$ cat config.mk
export PLATFORM = sky130hd
export DESIGN_NAME = intersection_scheduler
export DESIGN_NICKNAME = d
export VERILOG_FILES = /design/src/rtl/traffic_pkg.sv /design/src/rtl/phase_timer.sv /design/src/rtl/intersection_scheduler.sv
export SDC_FILE = /design/constraint.sdc
export NUM_CORES = 1
export LEC_CHECK = 0
export ABC_CLOCK_PERIOD_IN_PS = 1700
export BUFFER_PORTS_ARGS = -buffer_cell sky130_fd_sc_hd__clkbuf_2
export CELL_PAD_IN_SITES_DETAIL_PLACEMENT = 0
export CELL_PAD_IN_SITES_GLOBAL_PLACEMENT = 2
export CORE_ASPECT_RATIO = 1.25
export CORE_UTILIZATION = 30
export CTS_CLUSTER_DIAMETER = 120
export DETAILED_ROUTE_END_ITERATION = 8
export GPL_TIMING_DRIVEN = 0
export PLACE_DENSITY_LB_ADDON = 0.1
export REMOVE_ABC_BUFFERS = 1
export SYNTH_ARGS = -nofsm -noshare
export SYNTH_HDL_FRONTEND = slang
export SYNTH_SLANG_ARGS = --single-unit
$ cat constraint.sdc
create_clock -name sys_clk -period 1.7 [get_ports sys_clk]
set_input_delay 0.255 -clock sys_clk [delete_from_list [all_inputs] [get_ports sys_clk]]
set_output_delay 0.255 -clock sys_clk [all_outputs]
set_load 0.01 [all_outputs]
$ cat src/rtl/traffic_pkg.sv
// Shared types and encodings for the intersection scheduler: one-hot phase
// states, signal-head encodings and the seconds-remaining time type.
package traffic_pkg;

   localparam int T_W = 4;
   typedef logic [T_W-1:0] time_t;

   localparam logic [6:0] S_STARTUP = 7'b000_0001;
   localparam logic [6:0] S_MAIN_G  = 7'b000_0010;
   localparam logic [6:0] S_MAIN_Y  = 7'b000_0100;
   localparam logic [6:0] S_ALLR_MS = 7'b000_1000;
   localparam logic [6:0] S_SIDE_G  = 7'b001_0000;
   localparam logic [6:0] S_SIDE_Y  = 7'b010_0000;
   localparam logic [6:0] S_ALLR_SM = 7'b100_0000;

   typedef enum logic [6:0] {
      STARTUP = S_STARTUP,
      MAIN_G  = S_MAIN_G,
      MAIN_Y  = S_MAIN_Y,
      ALLR_MS = S_ALLR_MS,
      SIDE_G  = S_SIDE_G,
      SIDE_Y  = S_SIDE_Y,
      ALLR_SM = S_ALLR_SM
   } state_e;

   localparam logic [2:0] LIGHT_G = 3'b001;
   localparam logic [2:0] LIGHT_Y = 3'b010;
   localparam logic [2:0] LIGHT_R = 3'b100;

   // A zero-length phase would never see light_t == 1, so it runs for one tick.
   function automatic time_t dur_fix(input time_t d);
      return (d == 4'd0) ? 4'd1 : d;
   endfunction

endpackage

$ cat src/rtl/phase_timer.sv
// Loadable 4-bit seconds down-counter; decrements on tick while above 1 and
// parks at 1 until reloaded.
module phase_timer
   import traffic_pkg::*;
#(
   parameter time_t RST_VAL = 4'd2
) (
   input  logic  clk_i,
   input  logic  rst_i,
   input  logic  load_i,
   input  time_t load_val_i,
   input  logic  tick_i,
   output time_t count_o,
   output logic  last_o
);

   time_t count_q, count_d;

   // Next count: load wins over tick; a count of 1 is held.
   always_comb begin
      count_d = count_q;
      if (load_i) begin
         count_d = load_val_i;
      end else if (tick_i && (count_q > 4'd1)) begin
         count_d = count_q - 4'd1;
      end else begin
         count_d = count_q;
      end
   end

   // Count register.
   always_ff @(posedge clk_i) begin
      if (rst_i) begin
         count_q <= RST_VAL;
      end else begin
         count_q <= count_d;
      end
   end

   assign count_o = count_q;
   assign last_o  = (count_q == 4'd1);

endmodule

$ cat src/rtl/intersection_scheduler.sv
// Two-road intersection phase scheduler: FSM, request latches and head decode.
// Optional pedestrian walk support is built when PED_WALK_EN is defined.
module intersection_scheduler
   import traffic_pkg::*;
#(
   parameter time_t MAIN_G_T = 4'd10,
   parameter time_t SIDE_G_T = 4'd8,
   parameter time_t Y_T      = 4'd3,
   parameter time_t ALLR_T   = 4'd2
) (
   input  logic       sys_clk,
   input  logic       sys_rst_p,
   input  logic       tick_1s,
   input  logic       side_req,
   input  logic       ped_req,
   output logic [2:0] main_light,
   output logic [2:0] side_light,
   output time_t      light_t,
   output logic       ped_walk
);

   state_e     state_q, state_d, nxt_s;
   time_t      nxt_dur_s;
   logic [2:0] main_q, main_d, side_q, side_d;
   logic       side_pend_q, side_pend_d;
   logic       walk_q, walk_d;
   logic       last_s, go_s, enter_side_s, req_now_s, ped_hit_s;

   phase_timer #(.RST_VAL(dur_fix(ALLR_T))) u_timer (
      .clk_i      (sys_clk),
      .rst_i      (sys_rst_p),
      .load_i     (go_s),
      .load_val_i (nxt_dur_s),
      .tick_i     (tick_1s),
      .count_o    (light_t),
      .last_o     (last_s)
   );

`ifdef PED_WALK_EN
   logic ped_pend_q, ped_pend_d, ped_served_q, ped_served_d;
   assign ped_hit_s = ped_pend_q | (ped_req & (state_q != SIDE_G));
`else
   logic unused_ped_s;
   assign unused_ped_s = ped_req;
   assign ped_hit_s    = 1'b0;
`endif

   // Requests seen this cycle count toward the MAIN_G exit decision.
   assign req_now_s = side_pend_q | (side_req & (state_q != SIDE_G)) | ped_hit_s;

   // Successor phase, advance decision and head decode of the next state.
   always_comb begin
      nxt_s     = STARTUP;
      nxt_dur_s = dur_fix(ALLR_T);
      case (state_q)
         STARTUP: begin nxt_s = MAIN_G;  nxt_dur_s = dur_fix(MAIN_G_T); end
         MAIN_G:  begin nxt_s = MAIN_Y;  nxt_dur_s = dur_fix(Y_T);      end
         MAIN_Y:  begin nxt_s = ALLR_MS; nxt_dur_s = dur_fix(ALLR_T);   end
         ALLR_MS: begin nxt_s = SIDE_G;  nxt_dur_s = dur_fix(SIDE_G_T); end
         SIDE_G:  begin nxt_s = SIDE_Y;  nxt_dur_s = dur_fix(Y_T);      end
         SIDE_Y:  begin nxt_s = ALLR_SM; nxt_dur_s = dur_fix(ALLR_T);   end
         ALLR_SM: begin nxt_s = MAIN_G;  nxt_dur_s = dur_fix(MAIN_G_T); end
         default: begin nxt_s = STARTUP; nxt_dur_s = dur_fix(ALLR_T);   end
      endcase

      go_s = tick_1s & last_s & ((state_q != MAIN_G) | req_now_s);
      if (go_s) begin
         state_d = nxt_s;
      end else begin
         state_d = state_q;
      end
      enter_side_s = go_s & (nxt_s == SIDE_G);

      main_d = LIGHT_R;
      side_d = LIGHT_R;
      case (state_d)
         MAIN_G:  begin main_d = LIGHT_G; side_d = LIGHT_R; end
         MAIN_Y:  begin main_d = LIGHT_Y; side_d = LIGHT_R; end
         SIDE_G:  begin main_d = LIGHT_R; side_d = LIGHT_G; end
         SIDE_Y:  begin main_d = LIGHT_R; side_d = LIGHT_Y; end
         default: begin main_d = LIGHT_R; side_d = LIGHT_R; end
      endcase
   end

   // Request latches; entering SIDE_G clears them ahead of any same-cycle set.
   always_comb begin
      side_pend_d = side_pend_q | (side_req & (state_q != SIDE_G));
      if (enter_side_s) begin
         side_pend_d = 1'b0;
      end else begin
         side_pend_d = side_pend_q | (side_req & (state_q != SIDE_G));
      end
`ifdef PED_WALK_EN
      ped_pend_d   = ped_hit_s;
      ped_served_d = ped_served_q;
      if (enter_side_s) begin
         ped_pend_d   = 1'b0;
         ped_served_d = ped_hit_s;
      end else begin
         ped_pend_d   = ped_hit_s;
         ped_served_d = ped_served_q;
      end
      walk_d = (state_d == SIDE_G) & ped_served_d;
`else
      walk_d = 1'b0;
`endif
   end

   // State, heads, walk and request registers.
   always_ff @(posedge sys_clk) begin
      if (sys_rst_p) begin
         state_q     <= STARTUP;
         main_q      <= LIGHT_R;
         side_q      <= LIGHT_R;
         walk_q      <= 1'b0;
         side_pend_q <= 1'b0;
`ifdef PED_WALK_EN
         ped_pend_q   <= 1'b0;
         ped_served_q <= 1'b0;
`endif
      end else begin
         state_q     <= state_d;
         main_q      <= main_d;
         side_q      <= side_d;
         walk_q      <= walk_d;
         side_pend_q <= side_pend_d;
`ifdef PED_WALK_EN
         ped_pend_q   <= ped_pend_d;
         ped_served_q <= ped_served_d;
`endif
      end
   end

   assign main_light = main_q;
   assign side_light = side_q;
   assign ped_walk   = walk_q;

endmodule

==> flow_summary.toml, run 1 <==
[cells_and_area]
num-fill-cells = 361
area_growth_pct = 38.2
final_cells = 192
design_area_um2 = 1510
fin_nets = 161
diodes = 0
drive_above_1_share_pct = 43.1

[power]
p_leak_nw = 0.593
vdd_drop_max_uv = 556
power.density_nw_per_um2 = 817
totalPowerFinal_w = 0.00124

[routing]
via_per_inst = 5.41
drc = 0
drt_iter0_drc = 6
vias = 1039
ant_nets = 0
wl_per_cell_um = 16.3
first_pass_iters = 2
drt_wl_total_mm = 3.13

[clock_network]
clk_pin_slew_worst_paths_ns = 0.08
h-tree-depth = 1
clock_latency_ns = 0.26
hold_buffers = 0
cts-root-buf = "clkbuf_8"
cts_tree = "done"
cts_buffers = 3
clock_path_buffers = 2
clock-sinks = 18

[grt]
grt_pass1_vias = 1032
grt.total_usage_pct = 16.7
grt_max_degree = 15
grt_pass1_wl_mm = 5.16
grt-ovfl-total = 0
antenna_found_initial = 0

[die]
ios = 16
die-area_um2 = 3900
die_w_um = 56.0
die_h_um = 69.5
coreArea_um2 = 3480
placementRows = 24
initial_core_util_pct = 31.4

[worst_setup_path]
worstPathCellList = "or4_4 > or4_4 > a21o_1"
crit_type = "register to register"
worstPathArrival_ns = 1.86
worstSetupStartpointType = "register"
worstPathRequired_ns = 1.85
endpoint_kind = "register"
worst_path_largest_cell_delay_ns = 0.54
r2r_slack_ns = -0.01
critical-path-slowest-cell = "or4_4"
crit_top_cell = "or4_4"
crit_path_max_fanout = 5

[placement]
io_buffers = 13
placed_area_um2 = 1150
place_inst = 173
dp_hpwl_mm = 1.97
dp_slack_ns = -0.570
gp_congestion = 0.732

[sta]
timing.setup.tns_ns = -0.0104
timing_hold_violations_final = 0
post-route-min-period_ns = 1.71
finClkSkew_ns = 0.00728
rsz0062_at_grt = "yes"
finalSetupViolations = 1
fin_ws_ns = -0.0104
clock.fmax_mhz = 585
maxSlewViolCount = 0
fin_crit_sh_pct = 101

[yosys]
synth_ff_type = "dfxtp_1"
synth_area_um2 = 1090
synth_warnings = 0
avgSynthCellArea_um2 = 8.36
synth-seq-cells = 18
synth_edf_count = 0
ys_types = 47
synthCells = 131
ys_seq_area_share_pct = 32.9
ys_async_sr_fraction_pct = 0

[run]
max-cap-violations = 0

[outcome]
outcome = "finished, violations left"
violations = "negative setup slack"

[worst_hold_path]
min_path_type = "primary input to register"
## path summary, 6_finish.rpt
path                          startpoint                         endpoint  cells past startpoint
setup / recovery   state_q[6]$_SDFF_PP0_         main_light[2]$_SDFF_PP1_                      3
hold / removal                   tick_1s  u_timer.count_o[3]$_SDFFE_PP0P_                      2
setup reg to reg   state_q[6]$_SDFF_PP0_         main_light[2]$_SDFF_PP1_                      3
hold reg to reg   side_pend_q$_SDFF_PP0_           side_pend_q$_SDFF_PP0_                      1
## critical path, delay by kind of cell (launching register included)
kind / cells / cell delay (ns)
AO/OA/AOI/OAI: 1 / 0.19
flip-flops: 1 / 0.38
AND/OR/NAND/NOR: 2 / 1.04
## metrics by stage
stage / hold slack (ns) / util (%)
final: 0.315 / 43.4
after global routing: 0.325 / 43.4
after CTS: 0.311 / 40.5
after detailed placement: 0.511 / 32.9
after global placement: 0.510 / 32.9
after floorplan: 0.324 / -
## synth_stat cells, types with 2 or more instances
cell type	number	area (um^2)
a41o_1	2	20.0
a31oi_1	2	12.5
nor3_1	7	35.0
inv_1	7	26.3
dfxtp_1	18	360
nor4b_1	2	17.5
buf_2	4	20.0
a21o_1	3	22.5
nand2_1	6	22.5
o311ai_0	2	17.5
nand2b_1	2	12.5
o21ai_0	4	20.0
nand3_1	2	10.0
xnor2_1	4	35.0
nor2_1	17	63.8
a21oi_1	11	55.1
ha_1	2	25.0
o211ai_1	3	22.5
buf_6	2	22.5
xor2_1	3	26.3
clkbuf_1	2	7.51
## area by class of cell
class	count	area (um^2)	share of cell area [%]
well taps	39	48.8	3.23
repair buffers	28	185	12.2
multi-input cells	96	813	53.8
inverters	7	28.8	1.90
clock buffers	4	55.1	3.64
flip-flops and latches	18	382	25.2
## metal layers
metal  GRT usage (%)  vias to the layer above  share of wire, %  wire (um)
met5               0                        -                 0          0
met4            4.88                        0               1.2         38
met3            2.43                        4               2.1         66
met2            29.4                       13                51       1610
met1            21.0                      507                45       1420
li1                -                      515                 -          -
## registers in the layout, indices dropped and copies added, names as in the netlist
signal / flops
main_light: 3
state_q: 7
u_timer.count_o: 4
side_pend_q: 1
side_light: 3
## power by group
group / internal (W) / switching [W]
Sequential: 0.000453 / 0.0000579
Combinational: 0.000179 / 0.000185
Clock: 0.000206 / 0.000156
Total: 0.000838 / 0.000398
## kinds of logic after synthesis
group / count (synthesis) / synth area share, %
flip-flops: 18 / 32.9
AO/OA/AOI/OAI: 39 / 25.6
multiplexers: 1 / 0.914
XOR/XNOR: 7 / 5.60
other: 1 / 0.343
adder cells (fa/ha/maj): 2 / 2.29
AND/OR/NAND/NOR: 46 / 24.2
buffers and inverters: 17 / 8.11
## cells in the final DEF, fill, tap and decap left out, types with 2 or more instances in the layout
cell	n
a21oi_2	3
o211ai_1	3
dfxtp_2	5
nor3_2	2
o21ai_0	2
nor3_1	4
or4_4	2
nor2_1	16
dfxtp_1	9
nand2_1	6
clkbuf_2	13
buf_6	2
nand3_1	2
buf_4	13
dfxtp_4	4
a21oi_1	8
xnor2_1	4
nand2b_1	2
inv_1	6
a21o_1	3
xor2_1	3
clkbuf_8	4
## what timing repair did
action,CTS,global route
gates resized for setup,29,19
setup endpoints to repair,16,13
setup buffers,13,2
pin swaps,6,11
Note: power is estimated with default switching activity, not from simulation.
==> run 2: changes to the inputs <==
--- a/config.mk
+++ b/config.mk
@@ -5,12 +5,13 @@
 export SDC_FILE = /design/constraint.sdc
 export NUM_CORES = 1
 export LEC_CHECK = 0
+export ABC_AREA = 1
 export ABC_CLOCK_PERIOD_IN_PS = 1700
 export BUFFER_PORTS_ARGS = -buffer_cell sky130_fd_sc_hd__clkbuf_2
 export CELL_PAD_IN_SITES_DETAIL_PLACEMENT = 0
 export CELL_PAD_IN_SITES_GLOBAL_PLACEMENT = 2
 export CORE_ASPECT_RATIO = 1.25
-export CORE_UTILIZATION = 30
+export CORE_UTILIZATION = 27
 export CTS_CLUSTER_DIAMETER = 120
 export DETAILED_ROUTE_END_ITERATION = 8
 export GPL_TIMING_DRIVEN = 0
==> flow_summary.toml, run 2 <==
[yosys]
synth_xor_area_share_pct = 0
ys_async_sr_fraction_pct = 0
synth_most_common_cell = "nand2_1"
synth_warnings = 0
synth_compound_area_share_pct = 7.78
synth_edf_count = 0
avgSynthCellArea_um2 = 6.61
synthAdderAreaFrac_pct = 2.40
yosys.area_share.simple_pct = 42.4
ys_types = 25
synth_area_um2 = 1040
synth_top_family_by_area = "simple AND/OR/NAND/NOR gates"
synth_top_cells_by_area = "dfxtp_1, nand2_1, inv_1"
ys_seq_area_share_pct = 34.5
synth_top_area_cell = "dfxtp_1"
yosysTopAreaCellShare_pct = 34.5
synthCells = 158
synth_mux_area_share_pct = 0
synth_top_cells_by_count = "nand2_1, inv_1, dfxtp_1"
synth_ff_type = "dfxtp_1"
synth-seq-cells = 18

[sta]
timing.setup.tns_ns = 0
finClkSkew_ns = 0.00394
finalSetupViolations = 0
fin_crit_sh_pct = 95.8
rsz0062_at_grt = "yes"
timing_hold_violations_final = 0
post-route-min-period_ns = 1.63
fin_ws_ns = 0.0714
clock.fmax_mhz = 614
maxSlewViolCount = 0

[routing]
wl_per_cell_um = 11.6
ant_nets = 0
drt_wl_total_mm = 2.53
vias = 981
drt-met1-wl_mm = 1.16
route.met2.wl_mm = 1.29
via_per_inst = 4.48
maxUsedRoutingLayer = "met4"
drt_iter0_drc = 29
route.met3.wl_um = 64
drc = 1
first_pass_iters = 6

[cells_and_area]
largest-register = "state_q"
largest_reg_flops = 7
final_common_cell = "nand2_1"
final_cells = 219
fin_nets = 188
final_cell_mix = "nand2_1, inv_1, nand2_2, clkbuf_2, dfxtp_1"
diodes = 0
drive_above_1_share_pct = 37.8
area_growth_pct = 28.6

[die]
die_h_um = 71.5
coreArea_um2 = 3600
ios = 16
die_w_um = 57.6
placementRows = 24
initial_core_util_pct = 29.0
die-area_um2 = 4120

[power]
power.density_nw_per_um2 = 835
vdd_drop_max_uv = 411
p_leak_nw = 0.697

[worst_setup_path]
worstPathCellList = "ha_1 > inv_2 > nor3_4 > buf_12 > nand2_1 > nand2_1 > nand2_1 > nand2_2 > nand2_2 > nor2_2 > o21ai_1"
crit_top_cell = "nand2_1"
worstPathArrival_ns = 1.78
critical-path-slowest-cell = "dfxtp_1"
crit_type = "register to register"
endpoint_kind = "register"
worst_path_largest_cell_delay_ns = 0.37
worstSetupStartpointType = "register"
crit_path_max_fanout = 9
worstPathRequired_ns = 1.85

[placement]
gp_congestion = 0.786
dp_slack_ns = -0.203
io_buffers = 13
place_inst = 209
dp_hpwl_mm = 1.92

[grt]
grt_pass1_wl_mm = 4.04
antenna_found_initial = 0
grt-ovfl-total = 0
grt_pass1_vias = 928
grt.total_usage_pct = 12.8
grt_max_degree = 11

[clock_network]
cts-root-buf = "clkbuf_8"
cts_tree = "done"
clock-sinks = 18
clk_pin_slew_worst_paths_ns = 0.07
hold_buffers = 0
h-tree-depth = 1
cts_buffers = 3
clock_path_buffers = 2
clock_latency_ns = 0.26

[worst_hold_path]
min_path_type = "primary input to register"

[outcome]
violations = "design-rule violations"
outcome = "finished, violations left"

[run]
max-cap-violations = 0
[run 2: cell count changes after synthesis, sizes merged, moves of 3 or more]
cell    before  now
xnor2        4    0
a21oi       11    5
nor2        17   21
nand2        6   48
o21ai        4    8
o211ai       4    0
inv          7   33
buf          7    1
xor2         3    0
nor4b        3    0
clkbuf       3    0
nor3         7    2
nand3        2   13
a21o         3    0
[run 2: repair_timing]
item | in CTS | in global routing
endpoints found under the setup margin | 8 | 9
pin swaps | 2 | 12
resized for setup | 2 | 25
buffers inserted | 1 | 5
[run 2: final timing paths]
path	to	depth (start not counted)	from	slack (ns)
setup reg to reg	main_light[2]$_SDFF_PP1_	11	u_timer.count_o[0]$_SDFFE_PP0P_	0.07
setup / recovery	main_light[2]$_SDFF_PP1_	11	u_timer.count_o[0]$_SDFFE_PP0P_	0.07
hold / removal	state_q[6]$_SDFF_PP0_	2	sys_rst_p	0.26
hold reg to reg	u_timer.count_o[2]$_SDFFE_PP0P_	2	u_timer.count_o[2]$_SDFFE_PP0P_	0.50
[run 2: metal layers]
metal  global-route usage [%]  vias up
li1                         -      523
met1                     16.1      444
met2                     22.5       12
met3                     2.17        2
met4                     3.25        0
met5                        0        -
[run 2: area by class of cell]
type	count	area, um^2
fillers	399	2260
multi-input cells	106	623
flip-flops and latches	18	370
inverters	33	124
repair buffers	19	123
clock buffers	4	55.1
well taps	39	48.8
[run 2: critical path: cells and delay by family (launching register included)]
kind / cells / cell delay [ns]
AO/OA/AOI/OAI: 1 / 0.08
flip-flops: 1 / 0.37
buffers and inverters: 2 / 0.21
AND/OR/NAND/NOR: 7 / 0.66
adder cells (fa/ha/maj): 1 / 0.18
[run 2: cells by family (layout without fill, tap and decap cells)]
logic type      after synthesis  in the layout
fa+ha+maj                     2              2
flops                        18             18
buf+inv                      34             56
other cells                   1              1
compound gates               15             15
simple gates                 88             88
[run 2: report_power, final]
| part | switching [W] | leakage (nW) | internal, W | total (W) |
|---|---|---|---|---|
| logic | 0.000189 | 0.520 | 0.000104 | 0.000293 |
| clock network | 0.000154 | 0.0288 | 0.000206 | 0.000359 |
| registers | 0.0000205 | 0.148 | 0.000449 | 0.000469 |
[run 2: per-stage QoR]
step	cell area, um^2	hold WS (ns)	util (%)	total power (W)
detailed placement	1150	0.492	31.9	0.000728
floorplan	1040	0.327	-	0.000661
global placement	1150	0.496	31.9	0.000728
finish	1340	0.259	37.3	0.00112
CTS	1240	0.271	34.4	0.00109
global route	1340	0.271	37.3	0.00118
